--- config.mk ---
export PLATFORM = sky130hd
export DESIGN_NAME = ex_operand_stage
export DESIGN_NICKNAME = d
export VERILOG_FILES = /design/src/rtl/ex_operand_stage.sv
export SDC_FILE = /design/constraint.sdc
export NUM_CORES = 1
export LEC_CHECK = 0
export CAP_MARGIN = 20
export CORE_MARGIN = 2
export CORE_UTILIZATION = 45
export DETAILED_ROUTE_END_ITERATION = 10
export HOLD_SLACK_MARGIN = 0.12
export PLACE_DENSITY = 0.82
export SLEW_MARGIN = 40
export SYNTH_ARGS = -nofsm -noshare
export SYNTH_HDL_FRONTEND = slang
export SYNTH_SLANG_ARGS = --single-unit
--- constraint.sdc ---
create_clock -name clk -period 6.1 [get_ports clk]
set_input_delay 1.22 -clock clk [delete_from_list [all_inputs] [get_ports clk]]
set_output_delay 1.22 -clock clk [all_outputs]
set_load 0.05 [all_outputs]
--- src/rtl/ex_operand_stage.sv ---
// rtl/ex_operand_stage.sv - ID/EX register with forwarding, load-use bubbles and ALU operand select (optional EX_STAGE_PERF_EN)
module ex_operand_stage #(
    parameter int DATA_WIDTH    = 32,
    parameter int OPCODE_LENGTH = 4,
    parameter int REG_ADDR      = 5
) (
    input  logic                     clk,
    input  logic                     reset,
    input  logic                     id_valid,
    output logic                     id_ready,
    input  logic [DATA_WIDTH-1:0]    id_rs1_data,
    input  logic [DATA_WIDTH-1:0]    id_rs2_data,
    input  logic [DATA_WIDTH-1:0]    id_imm,
    input  logic [DATA_WIDTH-1:0]    id_pc,
    input  logic [REG_ADDR-1:0]      id_rs1,
    input  logic [REG_ADDR-1:0]      id_rs2,
    input  logic [REG_ADDR-1:0]      id_rd,
    input  logic [OPCODE_LENGTH-1:0] id_alu_op,
    input  logic                     id_asel_pc,
    input  logic                     id_alusrc,
    input  logic                     id_regwrite,
    input  logic                     id_memread,
    input  logic                     id_memwrite,
    input  logic                     flush,
    input  logic                     ex_ready,
    input  logic [REG_ADDR-1:0]      mem_rd,
    input  logic [REG_ADDR-1:0]      wb_rd,
    input  logic                     mem_regwrite,
    input  logic                     wb_regwrite,
    input  logic [DATA_WIDTH-1:0]    mem_result,
    input  logic [DATA_WIDTH-1:0]    wb_result,
    output logic [DATA_WIDTH-1:0]    SrcA,
    output logic [DATA_WIDTH-1:0]    SrcB,
    output logic [OPCODE_LENGTH-1:0] Operation,
    output logic                     ex_valid,
    output logic [REG_ADDR-1:0]      ex_rd,
    output logic                     ex_regwrite,
    output logic                     ex_memread,
    output logic                     ex_memwrite,
    output logic [DATA_WIDTH-1:0]    ex_store_data,
    output logic                     load_use_stall
`ifdef EX_STAGE_PERF_EN
    ,
    output logic [31:0]              perf_stall_cycles,
    output logic [31:0]              perf_bubbles
`endif
);

    logic                     valid_q,     valid_d;
    logic [DATA_WIDTH-1:0]    rs1_data_q,  rs1_data_d;
    logic [DATA_WIDTH-1:0]    rs2_data_q,  rs2_data_d;
    logic [DATA_WIDTH-1:0]    imm_q,       imm_d;
    logic [DATA_WIDTH-1:0]    pc_q,        pc_d;
    logic [REG_ADDR-1:0]      rs1_q,       rs1_d;
    logic [REG_ADDR-1:0]      rs2_q,       rs2_d;
    logic [REG_ADDR-1:0]      rd_q,        rd_d;
    logic [OPCODE_LENGTH-1:0] alu_op_q,    alu_op_d;
    logic                     asel_pc_q,   asel_pc_d;
    logic                     alusrc_q,    alusrc_d;
    logic                     regwrite_q,  regwrite_d;
    logic                     memread_q,   memread_d;
    logic                     memwrite_q,  memwrite_d;

    logic                     accept;
    logic                     stall;
    logic [DATA_WIDTH-1:0]    fwd_rs1;
    logic [DATA_WIDTH-1:0]    fwd_rs2;

    // Load-use hazard and upstream handshake; a load in EX cannot feed a dependent in ID yet
    always_comb begin
        stall = valid_q && memread_q && (rd_q != '0) && id_valid &&
                ((id_rs1 == rd_q) || (id_rs2 == rd_q));
        id_ready = (!valid_q || ex_ready) && !stall;
        accept   = id_valid && id_ready;
    end

    // Next-state selection: flush beats capture beats drain; holding refreshes stale operands from WB
    always_comb begin
        valid_d    = valid_q;
        rs1_data_d = rs1_data_q;
        rs2_data_d = rs2_data_q;
        imm_d      = imm_q;
        pc_d       = pc_q;
        rs1_d      = rs1_q;
        rs2_d      = rs2_q;
        rd_d       = rd_q;
        alu_op_d   = alu_op_q;
        asel_pc_d  = asel_pc_q;
        alusrc_d   = alusrc_q;
        regwrite_d = regwrite_q;
        memread_d  = memread_q;
        memwrite_d = memwrite_q;
        if (flush) begin
            valid_d = 1'b0;
        end else if (accept) begin
            valid_d    = 1'b1;
            rs1_data_d = id_rs1_data;
            rs2_data_d = id_rs2_data;
            imm_d      = id_imm;
            pc_d       = id_pc;
            rs1_d      = id_rs1;
            rs2_d      = id_rs2;
            rd_d       = id_rd;
            alu_op_d   = id_alu_op;
            asel_pc_d  = id_asel_pc;
            alusrc_d   = id_alusrc;
            regwrite_d = id_regwrite;
            memread_d  = id_memread;
            memwrite_d = id_memwrite;
        end else if (valid_q && ex_ready) begin
            valid_d = 1'b0;
        end else if (valid_q) begin
            // The WB value would otherwise retire before this instruction leaves EX
            if (wb_regwrite && (wb_rd == rs1_q) && (rs1_q != '0)) rs1_data_d = wb_result;
            if (wb_regwrite && (wb_rd == rs2_q) && (rs2_q != '0)) rs2_data_d = wb_result;
        end
    end

    // Pipeline register
    always_ff @(posedge clk or posedge reset) begin
        if (reset) begin
            valid_q    <= 1'b0;
            rs1_data_q <= '0;
            rs2_data_q <= '0;
            imm_q      <= '0;
            pc_q       <= '0;
            rs1_q      <= '0;
            rs2_q      <= '0;
            rd_q       <= '0;
            alu_op_q   <= '0;
            asel_pc_q  <= 1'b0;
            alusrc_q   <= 1'b0;
            regwrite_q <= 1'b0;
            memread_q  <= 1'b0;
            memwrite_q <= 1'b0;
        end else begin
            valid_q    <= valid_d;
            rs1_data_q <= rs1_data_d;
            rs2_data_q <= rs2_data_d;
            imm_q      <= imm_d;
            pc_q       <= pc_d;
            rs1_q      <= rs1_d;
            rs2_q      <= rs2_d;
            rd_q       <= rd_d;
            alu_op_q   <= alu_op_d;
            asel_pc_q  <= asel_pc_d;
            alusrc_q   <= alusrc_d;
            regwrite_q <= regwrite_d;
            memread_q  <= memread_d;
            memwrite_q <= memwrite_d;
        end
    end

    // Forwarding per source: MEM is younger than WB so it wins; x0 is hardwired and never forwarded
    always_comb begin
        fwd_rs1 = rs1_data_q;
        if (wb_regwrite && (wb_rd == rs1_q) && (rs1_q != '0))   fwd_rs1 = wb_result;
        if (mem_regwrite && (mem_rd == rs1_q) && (rs1_q != '0)) fwd_rs1 = mem_result;
        fwd_rs2 = rs2_data_q;
        if (wb_regwrite && (wb_rd == rs2_q) && (rs2_q != '0))   fwd_rs2 = wb_result;
        if (mem_regwrite && (mem_rd == rs2_q) && (rs2_q != '0)) fwd_rs2 = mem_result;
    end

    // Operand selection and control gating; an empty slot presents the all-ones op so the ALU yields 0
    always_comb begin
        SrcA           = asel_pc_q ? pc_q : fwd_rs1;
        SrcB           = alusrc_q ? imm_q : fwd_rs2;
        ex_store_data  = fwd_rs2;
        Operation      = valid_q ? alu_op_q : {OPCODE_LENGTH{1'b1}};
        ex_valid       = valid_q;
        ex_rd          = rd_q;
        ex_regwrite    = valid_q && regwrite_q;
        ex_memread     = valid_q && memread_q;
        ex_memwrite    = valid_q && memwrite_q;
        load_use_stall = stall;
    end

`ifdef EX_STAGE_PERF_EN
    logic [31:0] perf_stall_q;
    logic [31:0] perf_bubble_q;

    // Wrapping event counters: refused offers, and load-use bubbles actually entering EX
    always_ff @(posedge clk or posedge reset) begin
        if (reset) begin
            perf_stall_q  <= '0;
            perf_bubble_q <= '0;
        end else begin
            if (id_valid && !id_ready)          perf_stall_q  <= perf_stall_q + 32'd1;
            if (stall && ex_ready && !flush)    perf_bubble_q <= perf_bubble_q + 32'd1;
        end
    end

    assign perf_stall_cycles = perf_stall_q;
    assign perf_bubbles      = perf_bubble_q;
`endif

endmodule
==> impl_metrics.toml <==
[run_status]
status = "finished, final reports clean"

[cells_and_area]
antennaDiodeCount = 0
layout.cells.most_common_list = "343 x sky130_fd_sc_hd__clkdlybuf4s50_1, 151 x sky130_fd_sc_hd__dfrtp_1, 96 x sky130_fd_sc_hd__mux2i_1, 96 x sky130_fd_sc_hd__nand2_1, 70 x sky130_fd_sc_hd__nor2_1"
final_net_count = 1372
drive_above_1_share_pct = 16.7
area_growth_syn_to_layout_pct = 47.6
mostFrequentLayoutCell = "sky130_fd_sc_hd__clkdlybuf4s50_1"
nFillCells = 1477

[clocking]
clk_pin_slew_worst_paths_ps = 60
ctsResizeCount = 0
insertion_delay_ps = 420
ctsRootBufferMaster = "sky130_fd_sc_hd__clkbuf_16"
post_cts_setup_driven_buffer_insertion_count = 0
tritoncts.num_buffers = 17
cts-hold-fix-buffers = 0
clock_tree_from_tritoncts = "built"
cts_htree_levels = 4
cts_num_sinks = 153
clock_tree.buffer_depth = 2

[detailed_routing]
route.detailed.drc = 0
drt_first_iter_violations = 342
viasPerCell = 5.34
firstDrtPassIters = 5
route.antenna.remaining_nets = 0
routed_wirelength_um = 28800
detail_route.wl_per_cell_um = 20.3
route.vias.total = 7559

[sta]
final_period_minus_worst_setup_slack_ps = 5420
hold-worst-slack_ps = 474
measured_slew_at_the_worst_slew_check_pin_ps = 767
final_max_slew_viol_count = 0
setup_viol_count_final = 0
maxSlewHeadroom_pct = 48.9
timing.clock.skew_ps = 13.2
setup_tns_ps = 0
rsz_0062_raised_after_global_routing = "false"
fin_crit_sh_pct = 88.8
achievable-frequency_mhz = 185
count_of_endpoints_failing_hold_in_the_final_timing_report = 0

[setup_path]
worst_setup_path_end_kind = "primary output"
path_delay_family = "buffers and inverters"
sort_of_element_at_the_start_of_the_critical_path = "input port"
crit_top_cell = "sky130_fd_sc_hd__clkdlybuf4s50_1"
max_stage_delay_ps = 880
worst_path_max_delay_cell = "sky130_fd_sc_hd__clkdlybuf4s50_1"
worstPathMaxFanout = 32
reg_to_reg_critical_path_startpoint = "rs2_q[2]"
critPathArrivalTime_ps = 4200
timing.critical_path.buf_inv = 3
criticalPathCategory = "input port to primary output"
worstSetupStartpoint = "wb_rd[4]"
worst_ep_required_time_ps = 4880
cp_cell_sequence = "clkdlybuf4s50_1 > xnor2_1 > nand4_1 > nor4_4 > buf_4 > mux2_1 > mux2i_1 > o21ai_0 > clkdlybuf4s50_1"

[synthesis]
ys_top_cells_by_area = "sky130_fd_sc_hd__dfrtp_1 43%, sky130_fd_sc_hd__mux2_4 11%, sky130_fd_sc_hd__mux2i_1 11%, sky130_fd_sc_hd__mux2_2 8.6%, sky130_fd_sc_hd__nand2_1 4.1%"
syn_area_per_cell_um2 = 10.9
seq_area_frac_synth_pct = 42.8
synth_cell_types = 32
synth_enable_flop_cells = 0
synth_instances = 818
postSynth.topFlopCell = "sky130_fd_sc_hd__dfrtp_1"
synth-warning-count = 0
mappedNetlistArea_um2 = 8950
yosysTopAreaCell = "sky130_fd_sc_hd__dfrtp_1"
netlist.area_leader.share_pct = 42.8
asyncSetResetFlopFracSynth_pct = 100
synth-seq-cells = 153
postSynthNetCount = 1051

[hold_path]
worst_hold_path_type = "register to register"
timing.hold.worst.start = "rs1_data_q[19]"

[global_route]
globalRouteTotalUtil_pct = 27.3
antenna_found_initial = 2
pin_count_of_the_biggest_net_entering_global_routing = 89
grt_pass1_wl_um = 44800
grt_overflow = 0
via_count_of_the_first_global_routing_pass = 7900

[floorplanning]
die_h_um = 145
core_region_area_um2 = 19500
io-pin-count = 344
die_width_um = 145
rows = 51
initial_core_util_pct = 46.0
dieArea_um2 = 21000

[job]
maxCapViolCount = 0

[placed_design]
place_hpwl_um = 20200
io_buffers = 343
global_placer_s_final_weighted_congestion = 0.849

[power]
power_leakage_nw = 5.39
powerDensity_nw_per_um2 = 319
maximum_vdd_ir_drop_mv = 0.230
-- cell families after synthesis --
logic type | count (synthesis) | share of synthesized area [%]
AO/OA/AOI/OAI | 135 | 8.29
XOR/XNOR | 30 | 2.94
buffers and inverters | 59 | 3.82
flip-flops | 153 | 42.8
multiplexers | 248 | 32.7
AND/OR/NAND/NOR | 193 | 9.45
-- per-layer routing --
metal / track usage [%] / wire, um
met4: 9.65 / 813
met2: 47.4 / 14400
met3: 6.89 / 1990
met5: 0 / 27
met1: 32.9 / 11500
-- path summary, 6_finish.rpt --
check                                  to  slack (ps)  cells past startpoint
setup / recovery                 SrcA[14]         680                      9
hold / removal             rs1_data_q[19]         470                      2
setup reg to reg            rs2_data_q[7]        3280                      8
hold reg to reg            rs1_data_q[19]         470                      2
max in group asynchronous        pc_q[11]        3690                      3
min in group asynchronous         pc_q[4]        1260                      2
-- through the flow --
step / util [%] / instance area (um^2) / instances / setup WS, ps / total power, W
after floorplan: - / 8950 / 818 / 759 / 0.00248
final: 67.9 / 13200 / 1416 / 682 / 0.00421
after global placement: 64.7 / 12600 / 1385 / 742 / 0.00309
after CTS: 67.9 / 13200 / 1416 / 682 / 0.00424
after global routing: 67.9 / 13200 / 1416 / 567 / 0.00439
after detailed placement: 64.7 / 12600 / 1385 / 691 / 0.00312
-- tightest hold or removal path, cell delays in order, from the launching register on --
cell and delay [ps]:
sky130_fd_sc_hd__dfrtp_1 340, sky130_fd_sc_hd__nand2_1 50, sky130_fd_sc_hd__o21ai_0 60
-- registers in the layout (all words and copies together) (netlist names), 4 cells and up --
register and count:
ex_rd 5, pc_q 32, alu_op_q 4, rs1_q 5, imm_q 32, rs2_q 5
rs1_data_q 32, rs2_data_q 32
-- area by class of cell --
type,instances,area [um^2],share of cell area [%]
tap,265,332,2.51
clock buffer,20,437,3.31
inverter,4,20.0,0.152
multi-input combinational,606,4830,36.5
timing repair buffer,357,3590,27.2
clock inverter,11,173,1.31
sequential,153,3830,29.0
-- Yosys cell counts, types with 2 or more instances --
master                     number
sky130_fd_sc_hd__dfrtp_1      153
sky130_fd_sc_hd__nand2_1       97
sky130_fd_sc_hd__mux2i_1       96
sky130_fd_sc_hd__nor2_1        70
sky130_fd_sc_hd__mux2_2        68
sky130_fd_sc_hd__mux2_4        68
sky130_fd_sc_hd__o21ai_0       66
sky130_fd_sc_hd__o22ai_1       32
sky130_fd_sc_hd__o21ai_1       31
sky130_fd_sc_hd__clkbuf_1      25
sky130_fd_sc_hd__xor2_1        18
sky130_fd_sc_hd__mux2_1        16
sky130_fd_sc_hd__buf_2         15
sky130_fd_sc_hd__buf_6         13
sky130_fd_sc_hd__xnor2_1       12
sky130_fd_sc_hd__nand2b_1       6
sky130_fd_sc_hd__and2_1         4
sky130_fd_sc_hd__inv_1          4
sky130_fd_sc_hd__nand4_1        4
sky130_fd_sc_hd__nor3_1         3
sky130_fd_sc_hd__nor4_4         3
sky130_fd_sc_hd__or4_1          3
sky130_fd_sc_hd__o211ai_2       2
-- power breakdown --
part / switching [W] / internal, W
Sequential: 0.000147 / 0.00119
Combinational: 0.00101 / 0.000756
Clock: 0.000424 / 0.000685
Note: power is estimated with default switching activity, not from simulation.
